**config.mk**
```make
export PLATFORM = sky130hd
export DESIGN_NAME = alu_result_stage
export DESIGN_NICKNAME = d
export VERILOG_FILES = /design/src/rtl/alu_pkg.sv /design/src/rtl/alu_flag_gen.sv /design/src/rtl/alu_result_stage.sv
export SDC_FILE = /design/constraint.sdc
export NUM_CORES = 1
export LEC_CHECK = 0
export CAP_MARGIN = 40
export CORE_MARGIN = 3
export CORE_UTILIZATION = 30
export DETAILED_ROUTE_END_ITERATION = 10
export PLACE_DENSITY_LB_ADDON = 0.05
export SLEW_MARGIN = 0
export SYNTH_ARGS = -nofsm -noshare
export SYNTH_HDL_FRONTEND = slang
export SYNTH_SLANG_ARGS = --single-unit
```
**constraint.sdc**
```tcl
create_clock -name clk_i -period 3.3 [get_ports clk_i]
set_input_delay 0.66 -clock clk_i [delete_from_list [all_inputs] [get_ports clk_i]]
set_output_delay 0.66 -clock clk_i [all_outputs]
set_load 0.005 [all_outputs]
```
**src/rtl/alu_pkg.sv**
```systemverilog
// Shared definitions for the ALU result stage.
//   - 3-bit op select encodings driven by the ALU result mux
//   - flag bit positions within the 4-bit {N,Z,C,V} flag vector
//   - occupancy states of the two-entry output skid buffer
package alu_pkg;

  localparam logic [2:0] OP_ADD = 3'b000;
  localparam logic [2:0] OP_SUB = 3'b001;
  localparam logic [2:0] OP_AND = 3'b010;
  localparam logic [2:0] OP_OR  = 3'b011;
  localparam logic [2:0] OP_XOR = 3'b100;
  localparam logic [2:0] OP_SLL = 3'b101;
  localparam logic [2:0] OP_SRL = 3'b110;
  localparam logic [2:0] OP_SRA = 3'b111;

  localparam int unsigned FLAG_N = 3;
  localparam int unsigned FLAG_Z = 2;
  localparam int unsigned FLAG_C = 1;
  localparam int unsigned FLAG_V = 0;

  localparam int unsigned OP_W   = 3;
  localparam int unsigned FLAG_W = 4;

  typedef enum logic [1:0] {
    ST_EMPTY = 2'd0,
    ST_ONE   = 2'd1,
    ST_FULL  = 2'd2
  } skid_state_t;

endpackage

```
**src/rtl/alu_flag_gen.sv**
```systemverilog
// Combinational N/Z/C/V derivation for one ALU result.
//   result_i   : selected ALU result
//   sel_i      : op select that produced result_i
//   carry_i    : adder carry-out
//   overflow_i : adder signed overflow
//   flags_o    : {N,Z,C,V}; C and V are forced low for non-arithmetic ops
module alu_flag_gen
  import alu_pkg::*;
#(
  parameter int unsigned WIDTH      = 32,
  parameter logic [7:0]  ARITH_MASK = 8'b0000_0011
) (
  input  logic [WIDTH-1:0] result_i,
  input  logic [2:0]       sel_i,
  input  logic             carry_i,
  input  logic             overflow_i,
  output logic [3:0]       flags_o
);

  logic is_arith;

  always_comb begin
    is_arith        = ARITH_MASK[sel_i];
    flags_o         = '0;
    flags_o[FLAG_N] = result_i[WIDTH-1];
    flags_o[FLAG_Z] = (result_i == '0);
    flags_o[FLAG_C] = carry_i & is_arith;
    flags_o[FLAG_V] = overflow_i & is_arith;
  end

endmodule

```
**src/rtl/alu_result_stage.sv**
```systemverilog
// Registered output stage behind the ALU result mux.
// Captures {result, op, N, Z, C, V} into a two-entry skid buffer and hands
// the head entry to writeback over valid/ready. ready_o decodes only the
// state register, so there is no combinational path from ready_i.
//   clk_i, rst_i               : clock, synchronous active-high reset
//   result_i/sel_i/carry_i/
//   overflow_i/valid_i/ready_o : upstream handshake
//   result_o/op_o/flags_o/
//   valid_o/ready_i            : downstream handshake (head entry)
//   clr_sticky_i/sticky_ovf_o  : sticky arithmetic overflow
module alu_result_stage
  import alu_pkg::*;
#(
  parameter int unsigned WIDTH      = 32,
  parameter logic [7:0]  ARITH_MASK = 8'b0000_0011
) (
  input  logic             clk_i,
  input  logic             rst_i,
  input  logic [WIDTH-1:0] result_i,
  input  logic [2:0]       sel_i,
  input  logic             carry_i,
  input  logic             overflow_i,
  input  logic             valid_i,
  output logic             ready_o,
  output logic [WIDTH-1:0] result_o,
  output logic [2:0]       op_o,
  output logic [3:0]       flags_o,
  output logic             valid_o,
  input  logic             ready_i,
  input  logic             clr_sticky_i,
  output logic             sticky_ovf_o
);

  localparam int unsigned ENTRY_W = WIDTH + OP_W + FLAG_W;

  skid_state_t        state_q, state_d;
  logic [ENTRY_W-1:0] main_q, main_d;
  logic [ENTRY_W-1:0] skid_q, skid_d;
  logic               sticky_q, sticky_d;

  logic [3:0]         new_flags;
  logic [ENTRY_W-1:0] new_entry;
  logic               in_xfer;
  logic               out_xfer;

  alu_flag_gen #(
    .WIDTH      (WIDTH),
    .ARITH_MASK (ARITH_MASK)
  ) u_flag_gen (
    .result_i   (result_i),
    .sel_i      (sel_i),
    .carry_i    (carry_i),
    .overflow_i (overflow_i),
    .flags_o    (new_flags)
  );

  assign new_entry    = {result_i, sel_i, new_flags};
  assign valid_o      = (state_q != ST_EMPTY);
  assign ready_o      = (state_q != ST_FULL);
  assign in_xfer      = valid_i & ready_o;
  assign out_xfer     = valid_o & ready_i;
  assign result_o     = main_q[ENTRY_W-1 -: WIDTH];
  assign op_o         = main_q[FLAG_W +: OP_W];
  assign flags_o      = main_q[FLAG_W-1:0];
  assign sticky_ovf_o = sticky_q;

  always_comb begin
    state_d = state_q;
    main_d  = main_q;
    skid_d  = skid_q;
    unique case (state_q)
      ST_EMPTY: begin
        if (in_xfer) begin
          main_d  = new_entry;
          state_d = ST_ONE;
        end
      end
      ST_ONE: begin
        if (in_xfer && out_xfer) begin
          main_d = new_entry;
        end else if (in_xfer) begin
          skid_d  = new_entry;
          state_d = ST_FULL;
        end else if (out_xfer) begin
          state_d = ST_EMPTY;
        end
      end
      ST_FULL: begin
        // ready_o is low here, so only a drain can happen
        if (out_xfer) begin
          main_d  = skid_q;
          state_d = ST_ONE;
        end
      end
      default: state_d = ST_EMPTY;
    endcase
  end

  // A new overflow outranks a simultaneous clear
  always_comb begin
    sticky_d = sticky_q;
    if (in_xfer && new_flags[FLAG_V]) begin
      sticky_d = 1'b1;
    end else if (clr_sticky_i) begin
      sticky_d = 1'b0;
    end
  end

  always_ff @(posedge clk_i) begin
    if (rst_i) begin
      state_q  <= ST_EMPTY;
      main_q   <= '0;
      skid_q   <= '0;
      sticky_q <= 1'b0;
    end else begin
      state_q  <= state_d;
      main_q   <= main_d;
      skid_q   <= skid_d;
      sticky_q <= sticky_d;
    end
  end

endmodule

```
* Yosys cells after proc, flatten, opt, wreduce, memory -nomap -nowiden
Memory sizes are Yosys's and may differ from the RTL's. Cells that the tools add are included.
Word-level totals: flip-flop bits (word level) 81, output and inout bits 42, input port bits 42, memory bits (read-only) 8, memories kept 1, logic and storage cells 42
Operators by class: bitwise logic cells 5, $lt $le $gt $ge 1, eq/ne operators 8, reduce and logical (&&, ||, !) cells 10, multiplexer cells 13
Memories:
- (name not given) | words 8, width 1, read ports 1, clocked after Yosys merged registers in 0, write ports 0, line alu_flag_gen.sv:23 | is_arith = ARITH_MASK[sel_i];
Operators by type and width (count):
- $mux 39 | 3
- $pmux 39 s3 | 1
- $logic_not 32->1 | 1
- $mux 2 | 5
- $ne 2x2->1 const B | 5
- $reduce_and 4->1 | 2
- $pmux 2 s3 | 1
- $and 1x1->1 | 4
- $lt 3x4->1 const B | 1
- $reduce_bool 2->1 | 2
- $mux 1 | 3
- $ne 3x3->1 const B | 1
- $reduce_and 3->1 | 1
- $reduce_bool 3->1 | 1
- $eq 2x1->1 const B | 1
- $eq 2x2->1 const B | 1
- $logic_and 1x1->1 | 2
- $logic_not 2->1 | 1
- $not 1->1 | 1

* Longest topological paths before layout
depth in word-level cells 6, mapped depth 6, depth with buffers taken out 4

* By module
A second synthesis with hierarchy kept.
Unflattened totals: cell total of the unflattened synthesis 388, area total of the unflattened synthesis 3503.4 µm²
Modules (own cells, without submodules):
- alu_result_stage | cells an instance 374, instances 1, area each 3408.3 µm², seq. area each 1621.6 µm²
- alu_flag_gen | cells an instance 14, instances 1, area each 95.1 µm², seq. area each 0.0 µm²

* Worst setup path before layout
Ideal clock, no wire load.
path kind input to register, start point input port result_i[24], end point register main_q[2], buffers on the path 0, required time 3.221 ns, setup time 0.079 ns, stages 4, data arrival time 1.521 ns, slack 1.700 ns, cells stage by stage nor4_1 > nand4_1 > or2_2 > a211oi_2
On the way: longest elaborated chain between the ends 3, elaborated cells between the ends (all ways) 4, classes of those cells 3 x mux; 1 x reduce/logical
Ends and longest elaborated chain:
- start, declared | line alu_result_stage.sv:19 | input logic [WIDTH-1:0] result_i,
- $logic_not 32->1 (*) | line alu_flag_gen.sv:26 | flags_o[FLAG_Z] = (result_i == '0);
- $mux 39 (on tied branches) | line alu_result_stage.sv:79, alu_result_stage.sv:73
- $pmux 39 s3 (*) | line alu_result_stage.sv:71 | unique case (state_q)
- end signal, assigned | line alu_result_stage.sv:117 | main_q <= main_d;
- end, declared | line alu_result_stage.sv:37 | logic [ENTRY_W-1:0] main_q, main_d;
Every way passes the cells marked *; elsewhere a longest branch is shown, timed or not. The select of a mux whose other input is x is not followed. A chain may end at the register's enable or synchronous reset.

* Worst setup path in the final report
start point register state_q[0], end point output port ready_o
On the way: longest elaborated chain between the ends 1
Ends and longest elaborated chain:
- start, declared | line alu_result_stage.sv:36 | skid_state_t state_q, state_d;
- start signal, assigned | line alu_result_stage.sv:116 | state_q <= state_d;
- $ne 2x2->1 | line alu_result_stage.sv:59 | assign ready_o = (state_q != ST_FULL);
- end, declared | line alu_result_stage.sv:24 | output logic ready_o,
Every way passes these cells.

==> report_table.html <==
<table>
<tr><th>Metric</th><th>Value</th></tr>
<tr><th colspan="2">Clock tree</th></tr>
<tr><td>TritonCTS buffer count</td><td>9</td></tr>
<tr><td>Maximum buffer depth of the clock tree</td><td>2</td></tr>
<tr><td>Clock network latency to the later pin of the worst-skew pair</td><td>around 0.33 ns</td></tr>
<tr><td>Clock transition at the registers of the reported paths</td><td>0.06 ns</td></tr>
<tr><td>Number of H-tree branching levels</td><td>3</td></tr>
<tr><td>Cts-stage hold buffer count</td><td>0</td></tr>
<tr><td>Root buf cell</td><td>sky130_fd_sc_hd__clkbuf_16</td></tr>
<tr><td>CTS sink count</td><td>79</td></tr>
<tr><td>Number of buffers inserted to repair setup after CTS</td><td>0</td></tr>
<tr><td>TritonCTS clock tree</td><td>yes</td></tr>
<tr><td>Quantity of gates resized following cts</td><td>0</td></tr>
<tr><th colspan="2">Timing</th></tr>
<tr><td>Worst hold margin</td><td>~0.45 ns</td></tr>
<tr><td>Clock period minus worst slack</td><td>2.53 ns</td></tr>
<tr><td>Post-route clock period utilization</td><td>about three quarters</td></tr>
<tr><td>Worst path setup slack after routing</td><td>~0.77 ns</td></tr>
<tr><td>Maximum clock skew at final layout</td><td>0.00537 ns</td></tr>
<tr><td>Highest clock frequency the design can meet</td><td>slightly below 400 MHz</td></tr>
<tr><td>Final setup violation count</td><td>0</td></tr>
<tr><td>Setup tns final</td><td>0 ns</td></tr>
<tr><td>Final Hold Violating Endpoints</td><td>0</td></tr>
<tr><td>Worst-margin pin slew</td><td>a little under 0.6 ns</td></tr>
<tr><td>Setup repair after global routing missed its margin</td><td>no</td></tr>
<tr><td>Max-slew headroom</td><td>around 60%</td></tr>
<tr><td>Final number of max-transition violations</td><td>0</td></tr>
<tr><th colspan="2">Finish</th></tr>
<tr><td>Final design utilization</td><td>between 40% and 50%</td></tr>
<tr><td>Area added between synthesis and finish</td><td>35.5%</td></tr>
<tr><td>Ratio of cells with drive above 1 in the final layout</td><td>~11%</td></tr>
<tr><td>Nets@finish</td><td>about 480</td></tr>
<tr><td>Number of non-filler instances in the completed layout</td><td>587</td></tr>
<tr><td>Final non-filler cell area</td><td>4590 um2</td></tr>
<tr><td>Total inserted antenna cells</td><td>0</td></tr>
<tr><th colspan="2">Synthesis</th></tr>
<tr><td>Post-synthesis register bit count</td><td>a little under 80</td></tr>
<tr><td>Most common cell in the synthesized netlist</td><td>sky130_fd_sc_hd__dfxtp_1</td></tr>
<tr><td>Most common flop cell mapped by yosys</td><td>sky130_fd_sc_hd__dfxtp_1</td></tr>
<tr><td>FFs w/ async S/R, synth</td><td>0%</td></tr>
<tr><td>Syn Nets</td><td>415</td></tr>
<tr><td>Post-Syn Instances</td><td>roughly 370</td></tr>
<tr><td>Area leader, netlist</td><td>sky130_fd_sc_hd__dfxtp_1</td></tr>
<tr><td>Mean Syn Cell Area</td><td>9.07 um2</td></tr>
<tr><td>Number of flops mapped to enable cells by yosys</td><td>0</td></tr>
<tr><td>Synthesis Warnings</td><td>0</td></tr>
<tr><td>Syn Std Cell Area</td><td>~3400 um2</td></tr>
<tr><td>Leading post-synthesis cells by cell area</td><td>sky130_fd_sc_hd__dfxtp_1 (47%), sky130_fd_sc_hd__mux2i_1 (11%), sky130_fd_sc_hd__nand2_1 (8.3%)</td></tr>
<tr><td>Proportion of synthesized chip area in sequential cells</td><td>between 40% and 50%</td></tr>
<tr><td>Share of Yosys cell area claimed by the top area cell type</td><td>between 40% and 50%</td></tr>
<tr><td>Distinct cells, synth</td><td>28</td></tr>
<tr><td>Top post-synthesis cells by count</td><td>sky130_fd_sc_hd__dfxtp_1 (79), sky130_fd_sc_hd__nand2_1 (75), sky130_fd_sc_hd__nor2_1 (45), sky130_fd_sc_hd__a21oi_1 (39), sky130_fd_sc_hd__mux2i_1 (37)</td></tr>
<tr><th colspan="2">Floorplan</th></tr>
<tr><td>Die area</td><td>around 13000 um2</td></tr>
<tr><td>Number of ports placed on the die boundary</td><td>84</td></tr>
<tr><td>FP Rows</td><td>38</td></tr>
<tr><td>Vert. Die Dim</td><td>roughly 110 um</td></tr>
<tr><td>Starting density of the core</td><td>a little under a third</td></tr>
<tr><td>Core box area</td><td>around 11000 um2</td></tr>
<tr><td>Horizontal die dimension</td><td>112 um</td></tr>
<tr><th colspan="2">Drt</th></tr>
<tr><td>Via Count</td><td>2727</td></tr>
<tr><td>Residual DRC count</td><td>0</td></tr>
<tr><td>Final WL</td><td>between 8 and 9 mm</td></tr>
<tr><td>Post-detailed-route count of antenna-violating nets</td><td>0</td></tr>
<tr><td>1st-iter DRT viols</td><td>between 90 and 100</td></tr>
<tr><td>Average routed wire per standard cell</td><td>~14 um</td></tr>
<tr><td>Detailed Routing Iterations Pass 1</td><td>4</td></tr>
<tr><td>Number of vias per cell after detailed routing</td><td>4.65</td></tr>
<tr><th colspan="2">Run status</th></tr>
<tr><td>Result of the run</td><td>finished, final reports clean</td></tr>
<tr><th colspan="2">Placement</th></tr>
<tr><td>Input/output buffers</td><td>between 80 and 90</td></tr>
<tr><td>Worst slack at placement</td><td>slightly below 0.9 ns</td></tr>
<tr><td>Total instance count after detailed placement</td><td>roughly 570</td></tr>
<tr><td>Final weighted congestion of routability-driven global placement</td><td>0.718</td></tr>
<tr><td>Area after detailed placement</td><td>between 4000 and 5000 um2</td></tr>
<tr><td>Dpl hpwl</td><td>roughly 5.4 mm</td></tr>
<tr><th colspan="2">Setup path</th></tr>
<tr><td>Worst setup path category</td><td>flop to output port</td></tr>
<tr><td>Critical path required time</td><td>between 2 and 3 ns</td></tr>
<tr><td>Critical path capture point type</td><td>output port</td></tr>
<tr><td>Critical path startpoint category</td><td>flop</td></tr>
<tr><td>Critical path arrival</td><td>~1.9 ns</td></tr>
<tr><td>Worst-path fanout max</td><td>19</td></tr>
<tr><th colspan="2">Global routing</th></tr>
<tr><td>Initial antenna violation count</td><td>0</td></tr>
<tr><td>Number of global-route vias before repair</td><td>about 2.7k</td></tr>
<tr><td>First-pass GRT wire length</td><td>approximately 14 mm</td></tr>
<tr><td>Total global routing track utilization</td><td>a little over an eighth</td></tr>
<tr><td>Pin count of the biggest net entering global routing</td><td>a little over 70</td></tr>
<tr><td>Global-route congestion overflow total</td><td>0</td></tr>
<tr><th colspan="2">Min path</th></tr>
<tr><td>Hold crit path type</td><td>flop to flop</td></tr>
<tr><th colspan="2">Pwr</th></tr>
<tr><td>Final Total Pwr</td><td>around 2.4 mW</td></tr>
<tr><td>PwrDens</td><td>519 nW/um2</td></tr>
<tr><td>Reported leakage power</td><td>about 1.8 nW</td></tr>
<tr><td>Worst VDD drop</td><td>between 200 and 250 uV</td></tr>
<tr><th colspan="2">Flow run</th></tr>
<tr><td>Max Cap Viol</td><td>0</td></tr>
</table>
report_power, final:
| group | switching (mW) | internal (mW) |
|---|---|---|
| Sequential | 0.0293 | 1.01 |
| Clock | 0.388 | 0.602 |
| Combinational | 0.159 | 0.193 |
| Total | 0.576 | 1.81 |
cells by family after synthesis:
family                 synth area share, %
DFF                                   46.7
and+or+nand+nor                       17.7
buffers and inverters                 6.18
muxes                                 10.9
AOI/OAI and AO/OA                     18.4
state kept, by name (all words and copies together), names as in the netlist:
register	count
main_q	38
skid_q	38
state_q	2
sticky_ovf_o	1
cell type report:
class / instances / area [um2]
multi-input cells: 261 / 1600
repair buffers: 89 / 918
flip-flops and latches: 79 / 1580
clock buffers: 10 / 239
well taps: 140 / 175
fillers: 1125 / 6350
inverters: 2 / 7.51
clock inverters: 6 / 60.1
metal layers:
layer	part of all wire [%]	vias to the layer above	global-route usage [%]
met5	0	-	0
met4	1.3	0	4.09
met3	4.1	11	3.83
met2	47	54	21.8
met1	48	1238	18.0
li1	-	1424	-
cell usage in the layout (no fill, tap or decap), drive strengths merged:
cell	n
nand3	1
or4b	1
inv	2
o22a	1
nor4	8
a211oi	38
a31oi	1
mux2i	37
nor2	45
clkbuf	10
bufinv	1
nand2b	2
nand4	2
or3	1
dfxtp	79
clkdlybuf4s50	82
o21ai	2
nor2b	2
or2	2
buf	7
a32oi	1
nand2	75
and2	2
clkinv	3
clkinvlp	2
a21oi	39
nand3b	1
critical path, stage by stage, from the launching register on:
cell and delay (ns):
sky130_fd_sc_hd__dfxtp_1 0.39, sky130_fd_sc_hd__nand2b_2 0.53, sky130_fd_sc_hd__clkdlybuf4s50_1 0.61
worst paths after layout:
kind                            startpoint    endpoint  slack (ns)  cells past startpoint
worst min-delay path             skid_q[9]   skid_q[9]        0.45                      2
worst max register to register  state_q[0]  main_q[23]        1.38                      4
worst max-delay path            state_q[0]     ready_o        0.77                      2
worst min register to register   skid_q[9]   skid_q[9]        0.45                      2
(Power assumes the default switching activity.)
